[src/rtl/boot_load_controller.sv]
// Program-load controller: accepts a valid/ready word stream, writes it into instruction
// memory and holds the processor in reset until the load and a hold delay complete.
module boot_load_controller #(
  parameter int unsigned          ADDR_W    = 20,
  parameter int unsigned          DATA_W    = 16,
  parameter int unsigned          MAX_WORDS = 1024,
  parameter int unsigned          AUTO_ADDR = 1,
  parameter logic [ADDR_W-1:0]    BASE_ADDR = '0,
  parameter int unsigned          HOLD_CYC  = 4,
  localparam int unsigned         CNT_W     = $clog2(MAX_WORDS + 1)
) (
  input  logic              clk,
  input  logic              reset,
  input  logic              load_start,
  input  logic              s_valid,
  output logic              s_ready,
  input  logic [ADDR_W-1:0] s_addr,
  input  logic [DATA_W-1:0] s_data,
  input  logic              s_last,
  output logic [ADDR_W-1:0] instrWriteAddress,
  output logic [DATA_W-1:0] instrWriteData,
  output logic              instrWriteEnable,
  output logic              cpu_reset,
  output logic              load_done,
  output logic              err_overflow,
  output logic [CNT_W-1:0]  word_count
);

  localparam int unsigned HCNT_W = $clog2(HOLD_CYC + 1);

  typedef enum logic [1:0] {StLoad, StHold, StRun, StError} state_e;

  state_e              state_q, state_d;
  logic [CNT_W-1:0]    wc_q, wc_d;
  logic [HCNT_W-1:0]   hold_q, hold_d;
  logic [ADDR_W-1:0]   addr_q, addr_d;
  logic [DATA_W-1:0]   data_q, data_d;
  logic                we_q, we_d;
  logic                ready_q, ready_d;
  logic                cpu_rst_q, cpu_rst_d;
  logic                done_q, done_d;
  logic                err_q, err_d;
  logic                hs;
  logic [CNT_W-1:0]    wc_inc;

  assign hs     = s_valid & ready_q;
  assign wc_inc = wc_q + 1'b1;

  always_comb begin
    state_d = state_q;
    wc_d    = wc_q;
    hold_d  = hold_q;
    addr_d  = addr_q;
    data_d  = data_q;
    we_d    = 1'b0;
    unique case (state_q)
      StLoad: begin
        if (hs) begin
          we_d   = 1'b1;
          addr_d = (AUTO_ADDR != 0) ? BASE_ADDR + ADDR_W'(wc_q) : s_addr;
          data_d = s_data;
          wc_d   = wc_inc;
          // s_last takes priority so a load of exactly MAX_WORDS is legal
          if (s_last) begin
            state_d = StHold;
            hold_d  = '0;
          end else if (wc_inc == CNT_W'(MAX_WORDS)) begin
            state_d = StError;
          end
        end
      end
      StHold: begin
        if (hold_q == HCNT_W'(HOLD_CYC)) begin
          state_d = StRun;
        end else begin
          hold_d = hold_q + 1'b1;
        end
      end
      StRun, StError: begin
        if (load_start) begin
          state_d = StLoad;
          wc_d    = '0;
        end
      end
      default: state_d = StLoad;
    endcase
    // Status outputs are registered from the next state so they track state_q exactly
    ready_d   = (state_d == StLoad);
    cpu_rst_d = (state_d != StRun);
    done_d    = (state_d == StRun);
    err_d     = (state_d == StError);
  end

  always_ff @(posedge clk) begin
    if (!reset) begin
      state_q   <= StLoad;
      wc_q      <= '0;
      hold_q    <= '0;
      addr_q    <= '0;
      data_q    <= '0;
      we_q      <= 1'b0;
      ready_q   <= 1'b0;
      cpu_rst_q <= 1'b1;
      done_q    <= 1'b0;
      err_q     <= 1'b0;
    end else begin
      state_q   <= state_d;
      wc_q      <= wc_d;
      hold_q    <= hold_d;
      addr_q    <= addr_d;
      data_q    <= data_d;
      we_q      <= we_d;
      ready_q   <= ready_d;
      cpu_rst_q <= cpu_rst_d;
      done_q    <= done_d;
      err_q     <= err_d;
    end
  end

  assign s_ready           = ready_q;
  assign instrWriteAddress = addr_q;
  assign instrWriteData    = data_q;
  assign instrWriteEnable  = we_q;
  assign cpu_reset         = cpu_rst_q;
  assign load_done         = done_q;
  assign err_overflow      = err_q;
  assign word_count        = wc_q;

endmodule

[config.mk]
export PLATFORM = sky130hd
export DESIGN_NAME = boot_load_controller
export DESIGN_NICKNAME = d
export VERILOG_FILES = /design/src/rtl/boot_load_controller.sv
export SDC_FILE = /design/constraint.sdc
export NUM_CORES = 1
export LEC_CHECK = 0
export CORE_MARGIN = 2
export CORE_UTILIZATION = 40
export CTS_CLUSTER_SIZE = 28
export DETAILED_ROUTE_END_ITERATION = 7
export PLACE_DENSITY = 0.77
export SYNTH_ARGS = -nofsm -noshare
export SYNTH_HDL_FRONTEND = slang
export SYNTH_SLANG_ARGS = --single-unit
[constraint.sdc]
create_clock -name clk -period 2.4 [get_ports clk]
set_input_delay 0.48 -clock clk [delete_from_list [all_inputs] [get_ports clk]]
set_output_delay 0.48 -clock clk [all_outputs]
set_load 0.05 [all_outputs]
### After elaboration in Yosys (flattened, before gate mapping)

Cells that the tools add are included.
Widths: inputs -> output; s select.

* logic and storage cells: 48
* output and inout bits: 52
* bits in registers: 48

* mux-type cells: 14
* $add $sub $neg: 2
* bitwise gates (word level): 1
* reductions and logical operators: 9
* equality and inequality tests: 12

Operators by type and width (number)
* $mux 11: 2
* $pmux 11 s2: 1
* $add 11x1->11 const B: 1
* $eq 11x11->1 const B: 1
* $mux 2: 5
* $ne 2x2->1 const B: 5
* $mux 3: 3
* $eq 2x2->1 const B: 4
* $pmux 2 s3: 1
* $pmux 3 s2: 1
* $logic_not 2->1: 2
* $reduce_and 2->1: 2
* $reduce_and 4->1: 1
* $reduce_bool 2->1: 2
* $add 3x1->3 const B: 1
* $eq 3x3->1 const B: 1
* $reduce_and 3->1: 1
* $eq 2x1->1 const B: 1
* $reduce_or 2->1: 1
* $and 1x1->1: 1
* $mux 1: 1

### Longest topological paths before layout

* depth after elaboration: 7
* mapped depth: 8
* mapped depth without buffers: 7

### Least setup slack after synthesis

No wires, ideal clock.

* path type: register to register
* from: reg wc_q[10] (netlist: word_count[10])
* to: reg done_q (netlist: load_done)
* setup time: 0.115 ns
* arrival: 1.952 ns
* setup slack: 0.332 ns
* cell stages (with the launch flop): 6
* cells stage by stage: dfxtp_1 or3b_1 a2111o_1 o2bb2ai_2 a31oi_1 and3_1

* longest elaborated chain between the ends: 7

Ends and longest elaborated chain
* start, declared: line 34 `logic [CNT_W-1:0] wc_q, wc_d;`
* start signal, assigned: line 108 `wc_q <= wc_d;`
* $add 11x1->11: line 47 `assign wc_inc = wc_q + 1'b1;`
* $eq 11x11->1: line 67 `end else if (wc_inc == CNT_W'(MAX_WORDS)) begin`
* $mux 2: line 67
* $mux 2: line 64 `if (s_last) begin`
* $mux 2: line 58 `if (hs) begin`
* $pmux 2 s3: line 56 `unique case (state_q)`
* $eq 2x2->1: line 90 `done_d = (state_d == StRun);`
* end signal, assigned: line 115 `done_q <= done_d;`
* end, declared: line 41 `logic done_q, done_d;`

Every way passes these cells.
A chain may end at the register's enable or synchronous reset.

### Worst setup path in the final report

* from: reg wc_q[5] (netlist: word_count[5])
* to: out word_count[5]

RTL lines
* end, declared: line 26 `output logic [CNT_W-1:0] word_count`

No word-level cell between the ends.

==> flow_summary.yaml <==
setup_path:
  r2r_slack_ns: 0.45
  critPathSlowestCell: "clkdlybuf4s50_1"
  cp-startpoint: "word_count[5]"
  crit_fanout: 10
  worstSetupPathDepth: 1
  cp-start-kind: "register"
  cp.required_ns: 1.92
  cp-endpoint: "word_count[5]"
  path_delay_family: "buffers and inverters"
  critical_path.cell_chain: "clkdlybuf4s50_1"
  ff2ff_path_depth: 5
  endpoint_kind: "output pin"
  max_stage_delay_ns: 0.88
  cp.arrival_ns: 1.70
  reg2reg_from: "word_count[10]"
  critPathKind: "register to output pin"
  path_buf_inv: 1
  r2r_end: "s_ready"
layout:
  fillers: 508
  antenna_cells: 0
  area_growth_pct: 35.8
  utilization_pct: 56.4
  nNetsFinal: 372
  drive_gt1_share_pct: 5.78
  fin_area_um2: 2880
  regArea_um2: 961
  multiInputGateArea_um2: 1040
  final_cells: 399
power:
  power.share.combinational_pct: 16.7
  powerDensity_nw_per_um2: 547
  p_int_mw: 1.14
  power_switching_mw: 0.434
  p_leak_nw: 1.01
  finalPower_mw: 1.58
  ir_drop_v: 0.000270
  switching_share_pct: 27.5
  seqPwrFrac_pct: 52.6
  clkPwrFrac_pct: 30.7
timing:
  min_period_ns: 2.18
  setup-violations-final: 0
  min_period_over_period_pct: 91.0
  max_freq_mhz: 458
  rsz0062_at_grt: "false"
  final.setup.worst_slack_ns: 0.217
  timing.hold.ws_ns: 0.455
  setup-tns-final_ns: 0
  timing.slew.headroom_pct: 62.8
  drv_slew: 0
  hold_viol_final: 0
  worst_slew_pin_slew_ns: 0.558
  finalClockSkew_ns: 0.00191
clock_tree:
  cts_sinks: 48
  clk_root_buffer_cell: "clkbuf_8"
  cts_post_setup_buffers_inserted: 0
  cts_hold_buf: 0
  clk_path_buf_depth: 2
  clkLatencyLatePin_ns: 0.29
  post_cts_resized: 0
  cts_buffers: 5
  clkTransAtPathRegs_ns: 0.08
  tritoncts: "built"
  h-tree-depth: 2
yosys:
  ys_types: 41
  synth_top_flop_cell: "dfxtp_1"
  yosysTopAreaCell: "dfxtp_1"
  yosysWarnings: 0
  ys_ff_latch: 48
  postSynthAreaPerCell_um2: 7.86
  synth_cells: 270
  synthArstFlopShare_pct: 0
  synth_area_um2: 2120
  seq_area_frac_synth_pct: 45.3
  synth_edf_count: 0
  synth.area.top_cells: "dfxtp_1 (45%), nand2_1 (11%), a21oi_1 (9.9%)"
  synth.most_common_cell: "nand2_1"
  synthTopCellsByCount: "nand2_1 (64), dfxtp_1 (48), a21oi_1 (42)"
  synth_top_area_share_pct: 45.3
drt:
  finalWirelength_um: 5060
  drt_pre_antenna_iters: 4
  routedWlPerCell_um: 12.7
  drtIter0Drc: 66
  vias: 2010
  drc: 0
  ant_nets: 0
  via_per_inst: 5.04
placement:
  placedCellCount: 391
  portBuffers: 63
  place_ws_ns: 0.249
  dpl-instance-area_um2: 2790
  dp_hpwl_um: 3460
  gp_congestion: 0.862
floorplan:
  fp.dieH_um: 76.8
  ios: 93
  dieArea_um2: 5900
  rows: 26
  die_w_um: 76.8
  coreArea_um2: 5110
  initial_core_util_pct: 41.5
grt:
  grt-ovfl-total: 0
  grt_pass1_vias: 1844
  grt_pass1_wl_um: 8510
  grt_max_degree: 31
  grtUsageTotal_pct: 17.3
  antenna_found_initial: 0
hold_path:
  hold_depth: 2
  hold_path_class: "register to register"
run_status:
  status: "finished, final reports clean"
run:
  cap_violations: 0
## worst min-delay path by stage
stage,from,endpoint,slack (ns)
after CTS,instrWriteData[5],instrWriteData[5],0.46
after global placement,instrWriteData[8],instrWriteData[8],0.44
after global routing,instrWriteAddress[10],instrWriteAddress[10],0.48
after detailed placement,instrWriteData[5],instrWriteData[5],0.45
final,instrWriteData[5],instrWriteData[5],0.45
after floorplan,hold_q[1],hold_q[1],0.45
## layout make-up
type | instances | share of cell area [%]
flip-flops and latches | 48 | 33.3
multi-input cells | 198 | 36.0
clock buffers | 8 | 3.13
repair buffers | 71 | 24.0
well taps | 70 | 3.04
inverters | 4 | 0.521
## routing by layer
metal / global-route usage, % / vias to the layer above / part of all wire (%)
met5: 0 / - / 0
met1: 21.8 / 930 / 45
met3: 4.59 / 4 / 6.0
li1: - / 1016 / -
met4: 4.00 / 0 / 0.71
met2: 29.6 / 60 / 48
## sequential cells by signal (all words and copies together) (netlist names)
name	flops
instrWriteAddress	11
cpu_reset	1
word_count	11
instrWriteEnable	1
instrWriteData	16
err_overflow	1
load_done	1
hold_q	3
state_q	2
s_ready	1
## power groups by stage
stage / combinational [mW] / sequential (mW) / clock [mW]
final: 0.263 / 0.830 / 0.485
after global routing: 0.283 / 0.833 / 0.535
after CTS: 0.264 / 0.830 / 0.500
after detailed placement: 0.264 / 0.849 / 0
after global placement: 0.261 / 0.848 / 0
after floorplan: 0.116 / 0.908 / 0
## kinds of logic after synthesis
| logic type | Yosys count | synth area share (%) |
|---|---|---|
| and+or+nand+nor | 116 | 24.7 |
| AOI/OAI and AO/OA | 66 | 18.3 |
| DFF | 48 | 45.3 |
| buffers and inverters | 32 | 7.90 |
| adders and majority gates | 3 | 1.77 |
| xor gates and xnor gates | 2 | 0.826 |
| muxes | 2 | 1.00 |
| other | 1 | 0.177 |
## cell usage in the layout (no fill, tap or decap), types with 3 or more instances in the layout
cell,n
a21o_1,4
a21oi_1,42
a311oi_1,3
and3_1,4
buf_4,8
clkbuf_8,6
clkdlybuf4s50_1,63
conb_1,9
dfxtp_1,48
ha_1,3
inv_1,3
nand2_1,64
nand3_1,8
nand4_1,3
nor2_1,17
nor3_1,7
o21ai_0,6
(Power assumes the default switching activity.)
==> edit 1 (same flow settings) <==
Reset style: asynchronous (`reset`), changed in one clocked block.
--- a/src/rtl/boot_load_controller.sv
+++ b/src/rtl/boot_load_controller.sv
@@ -91,7 +91,7 @@
     err_d     = (state_d == StError);
   end
 
-  always_ff @(posedge clk) begin
+  always_ff @(posedge clk or negedge reset) begin
     if (!reset) begin
       state_q   <= StLoad;
       wc_q      <= '0;
Function: differs if reset is asserted again (counterexample within 4 cycles, from zero or initial values and one cycle with reset low); with reset held inactive, the same outputs for 10 cycles.
==> edit 1 against the unedited design <==
- final area grew 2.0%
- via count shrank 10%
- sequential cell count is the same
- routed wire length shrank 13%
- synthesized area grew 4.8%
- setup slack lost 0.018 ns
- sequential share of layout area grew 7.5 points
- critical path type unchanged
Power is not compared: it rests on default switching activity, and its combinational part moved more than twofold at a synthesized area within 25%.
==> edit 1: results (changes against the unedited design) <==
Critical path
The endpoint arrival time on the critical path is 1.72 ns (+0.02 ns). The largest fanout of any net on the critical path is 12 (+2).

Route
The vias after detailed routing is 1801 (-10%). The met1 layer wirelength in the final routing came to 2080 µm (-9.1%). The final wirelength is 4430 µm (-13%). The wire length on met2 came to 1990 µm (-18%). The routed length on met3 is 313 µm (+3.0%). The DRC marker count from the first detailed-route iteration was 162 (+150%). The via density per instance came to 4.83 (-4.2%).

Placement
The placer's final routability congestion estimate is 0.839 (-2.7%). The instance count after placement with tap cells included was 365 (-6.6%). The total placed instance area was 2850 µm² (+2.0%).

CTS
The tree is rooted in a clkbuf_8. The number of buffers added by the clock tree synthesis step was 5 (unchanged).

Timing
The worst-margin pin slew is 0.587 ns (+0.0292 ns). The worst clock skew is 0.00772 ns (+0.00581 ns).

Synth
The count of cell types in the netlist is 46 (+12%). The most used flip-flop cell after synthesis is dfrtp_1. After synthesis, the most frequently instantiated cells are nand2_1 (92), dfrtp_1 (47), o21ai_0 (14), buf_4 (9).

The register area share after synthesis is 0.541 (+0.0880). The average footprint of a synthesized cell came to 9.34 µm² (+19%). Sorting the synthesized cells by area gives the leading types as dfrtp_1 (53%), nand2_1 (16%), o21ai_0 (3.2%), buf_4 (3.0%), buf_6 (2.0%).

Global route
The initial antenna violation count is 0 (unchanged). The maximum number of pins on one net before global-route repair came to 40 (+29%). The first-pass GRT wire length is 7730 µm (-9.1%).

The via count of the first global-routing pass is 1676 (-9.1%). The overall fraction of global-route tracks in use was 0.156 (-0.0169).

Finish
The number of nets in the finished design was 344 (-7.5%). The fraction of final layout cells with drive strength greater than 1 is 0.0963 (+0.0386).

Outcome
The flow ran to the end, and the final reports show no timing, DRC or antenna violations.

Min path
The worst hold-check path type is in -> async.
## edit 1: per-layer routing
layer	track usage	vias to the layer above
li1	-	891
met1	0.213	846
met5	0	-
met2	0.238	58
met4	0.0456	0
met3	0.0506	6
## edit 1: area by class of cell
cell class	instances	area [µm²]
inverters	5	18.8
repair buffers	69	671
multi-input cells	171	867
clock buffers	6	82.6
well taps	72	90.1
flip-flops and latches	48	1200
clock inverters	2	10.0
fillers	501	2500
## edit 1: path summary, 6_finish.rpt
check	startpoint	to	slack, ns	cells after the start
worst max-delay path	word_count[2]	word_count[2]	0.20	1
worst min-delay path	reset	hold_q[0]	0.18	1
worst max register to register	word_count[0]	s_ready	0.42	6
worst min register to register	instrWriteAddress[3]	instrWriteAddress[3]	0.47	2
max in group asynchronous	reset	instrWriteAddress[7]	1.51	2
min in group clk	instrWriteAddress[3]	instrWriteAddress[3]	0.47	2
## edit 1: where the power goes
group          switching, µW  leakage, µW  internal (µW)
clock network            252    0.0000510            230
logic                   1240     0.000706            604
registers                177     0.000625           1050
## edit 1: logic make-up after synthesis
family                   Yosys count  synth area share
AO/OA/AOI/OAI                     38             0.111
XOR/XNOR                           2           0.00788
adder cells (fa/ha/maj)            3            0.0169
buffers and inverters             27            0.0827
flip-flops                        48             0.541
multiplexers                       2           0.00957
other                              1           0.00169
AND/OR/NAND/NOR                  117             0.229
## edit 1: stage by stage
stage / worst slack (ns) / total power (µW)
finish: 0.199 / 3560
CTS: 0.172 / 3610
floorplan: 0.324 / 2560
detailed placement: 0.408 / 3110
global route: 0.118 / 3810
global placement: 0.425 / 3080
==> edit 2 (config.mk and constraints unchanged) <==
Without the edit above. Set the parameter `AUTO_ADDR` to 0 (it was 1).
--- a/src/rtl/boot_load_controller.sv
+++ b/src/rtl/boot_load_controller.sv
@@ -4,7 +4,7 @@
   parameter int unsigned          ADDR_W    = 20,
   parameter int unsigned          DATA_W    = 16,
   parameter int unsigned          MAX_WORDS = 1024,
-  parameter int unsigned          AUTO_ADDR = 1,
+  parameter int unsigned          AUTO_ADDR = 0,
   parameter logic [ADDR_W-1:0]    BASE_ADDR = '0,
   parameter int unsigned          HOLD_CYC  = 4,
   localparam int unsigned         CNT_W     = $clog2(MAX_WORDS + 1)
Formal check against the unedited RTL: not equivalent (a bounded check fails within 4 cycles, from zero or initial values and one cycle with reset low).
==> edit 2 against the unedited design <==
- sequential cell count increased by 9
- first-iteration DRC count increased by 52%
- die area increased by 14%
- core utilization increased by 5.0 points
- routed wire length increased by 16%
- critical path type unchanged
- non-clock buffer count increased by 28
- count of clock-buffer cells in the layout increased by 5
- final area increased by 25%
- synthesized area increased by 14%
- power increased by 37%
- clock skew increased by 0.0077 ns
- largest power group unchanged
- setup slack improved by 0.028 ns
==> edit 2: results (changes against the unedited design) <==
Outcome
The flow ran to the end, and the final reports show no timing, DRC or antenna violations.

Route
The met1 layer wirelength in the final routing came to 2500 µm (+9.0%). The final wirelength is 5890 µm (+16%). The wire length on met2 is 2950 µm (+22%).

The average wire length per cell after detail routing is 12.8 µm (+0.98%).

Finish
The fraction of final layout cells with drive strength greater than 1 is 0.0675 (+0.00978). The flip-flop count of the largest register after layout is 20 (+4).

Power and ir drop
The power dissipated in the clock network is 785 µW (+62%). The maximum VDD drop is 357 µV (+32%). The standby leakage power is 0.00129 µW (+28%).

The total net switching power is 597 µW (+38%).

Critical path
The endpoint arrival time on the critical path is 1.68 ns (-0.02 ns). The critical path ends at word_count[4]. The setup slack of the worst register-to-register path is 0.43 ns (-0.02 ns). The delay of the slowest cell on the worst path is 0.86 ns (-0.02 ns).

Placement
The total of buffers placed on input and output ports is 92 (+46%). The instance count after placement with tap cells included is 444 (+14%). The placer's final routability congestion estimate is 0.789 (-8.4%).

The final HPWL from detailed placement was 4160 µm (+20%). The worst-case setup slack after placement is 0.352 ns (+0.103 ns).

CTS
The source-to-sink clock delay at the later pin of the worst-skew pair came to 0.33 ns (+0.04 ns). The clock slew at the register clock pins of the worst setup and hold paths is 0.06 ns (-0.02 ns).

Global route
The maximum number of pins on one net before global-route repair came to 29 (-6.5%). The met2 demand-to-capacity share in global routing was 0.315 (+0.0198). The overall fraction of global-route tracks in use is 0.184 (+0.0112). The met3 layer usage reported by global route is 0.0626 (+0.0168).

Min path
The hold path endpoint is instrWriteData[12].

Timing
The worst-margin pin slew is 0.531 ns (-0.0263 ns).

Synth
The number of instances in the synthesized netlist came to 289 (+7.0%). The register area share after synthesis is 0.470 (+0.0170).
[edit 2: metrics by stage]
step	hold WS [ns]	utilization
floorplan	0.469	-
global placement	0.450	0.584
detailed placement	0.456	0.584
CTS	0.463	0.614
global route	0.480	0.614
finish	0.458	0.614
[edit 2: cells by family (layout without fill, tap and decap cells)]
family / Yosys count / in the layout / share of synthesized area
and+or+nand+nor: 132 / 132 / 0.251
muxes: 1 / 1 / 0.00412
DFF: 57 / 57 / 0.470
adders and majority gates: 3 / 3 / 0.0155
xor gates and xnor gates: 3 / 3 / 0.0108
buffers and inverters: 22 / 118 / 0.0361
AOI/OAI and AO/OA: 71 / 71 / 0.212
[edit 2: final cells by class]
type / instances / area, µm²
clock buffer: 13 / 159
clock inverter: 3 / 15.0
fill: 547 / 2270
inverter: 3 / 11.3
multi-input combinational: 210 / 1220
sequential: 57 / 1140
tap: 75 / 93.8
timing repair buffer: 99 / 973
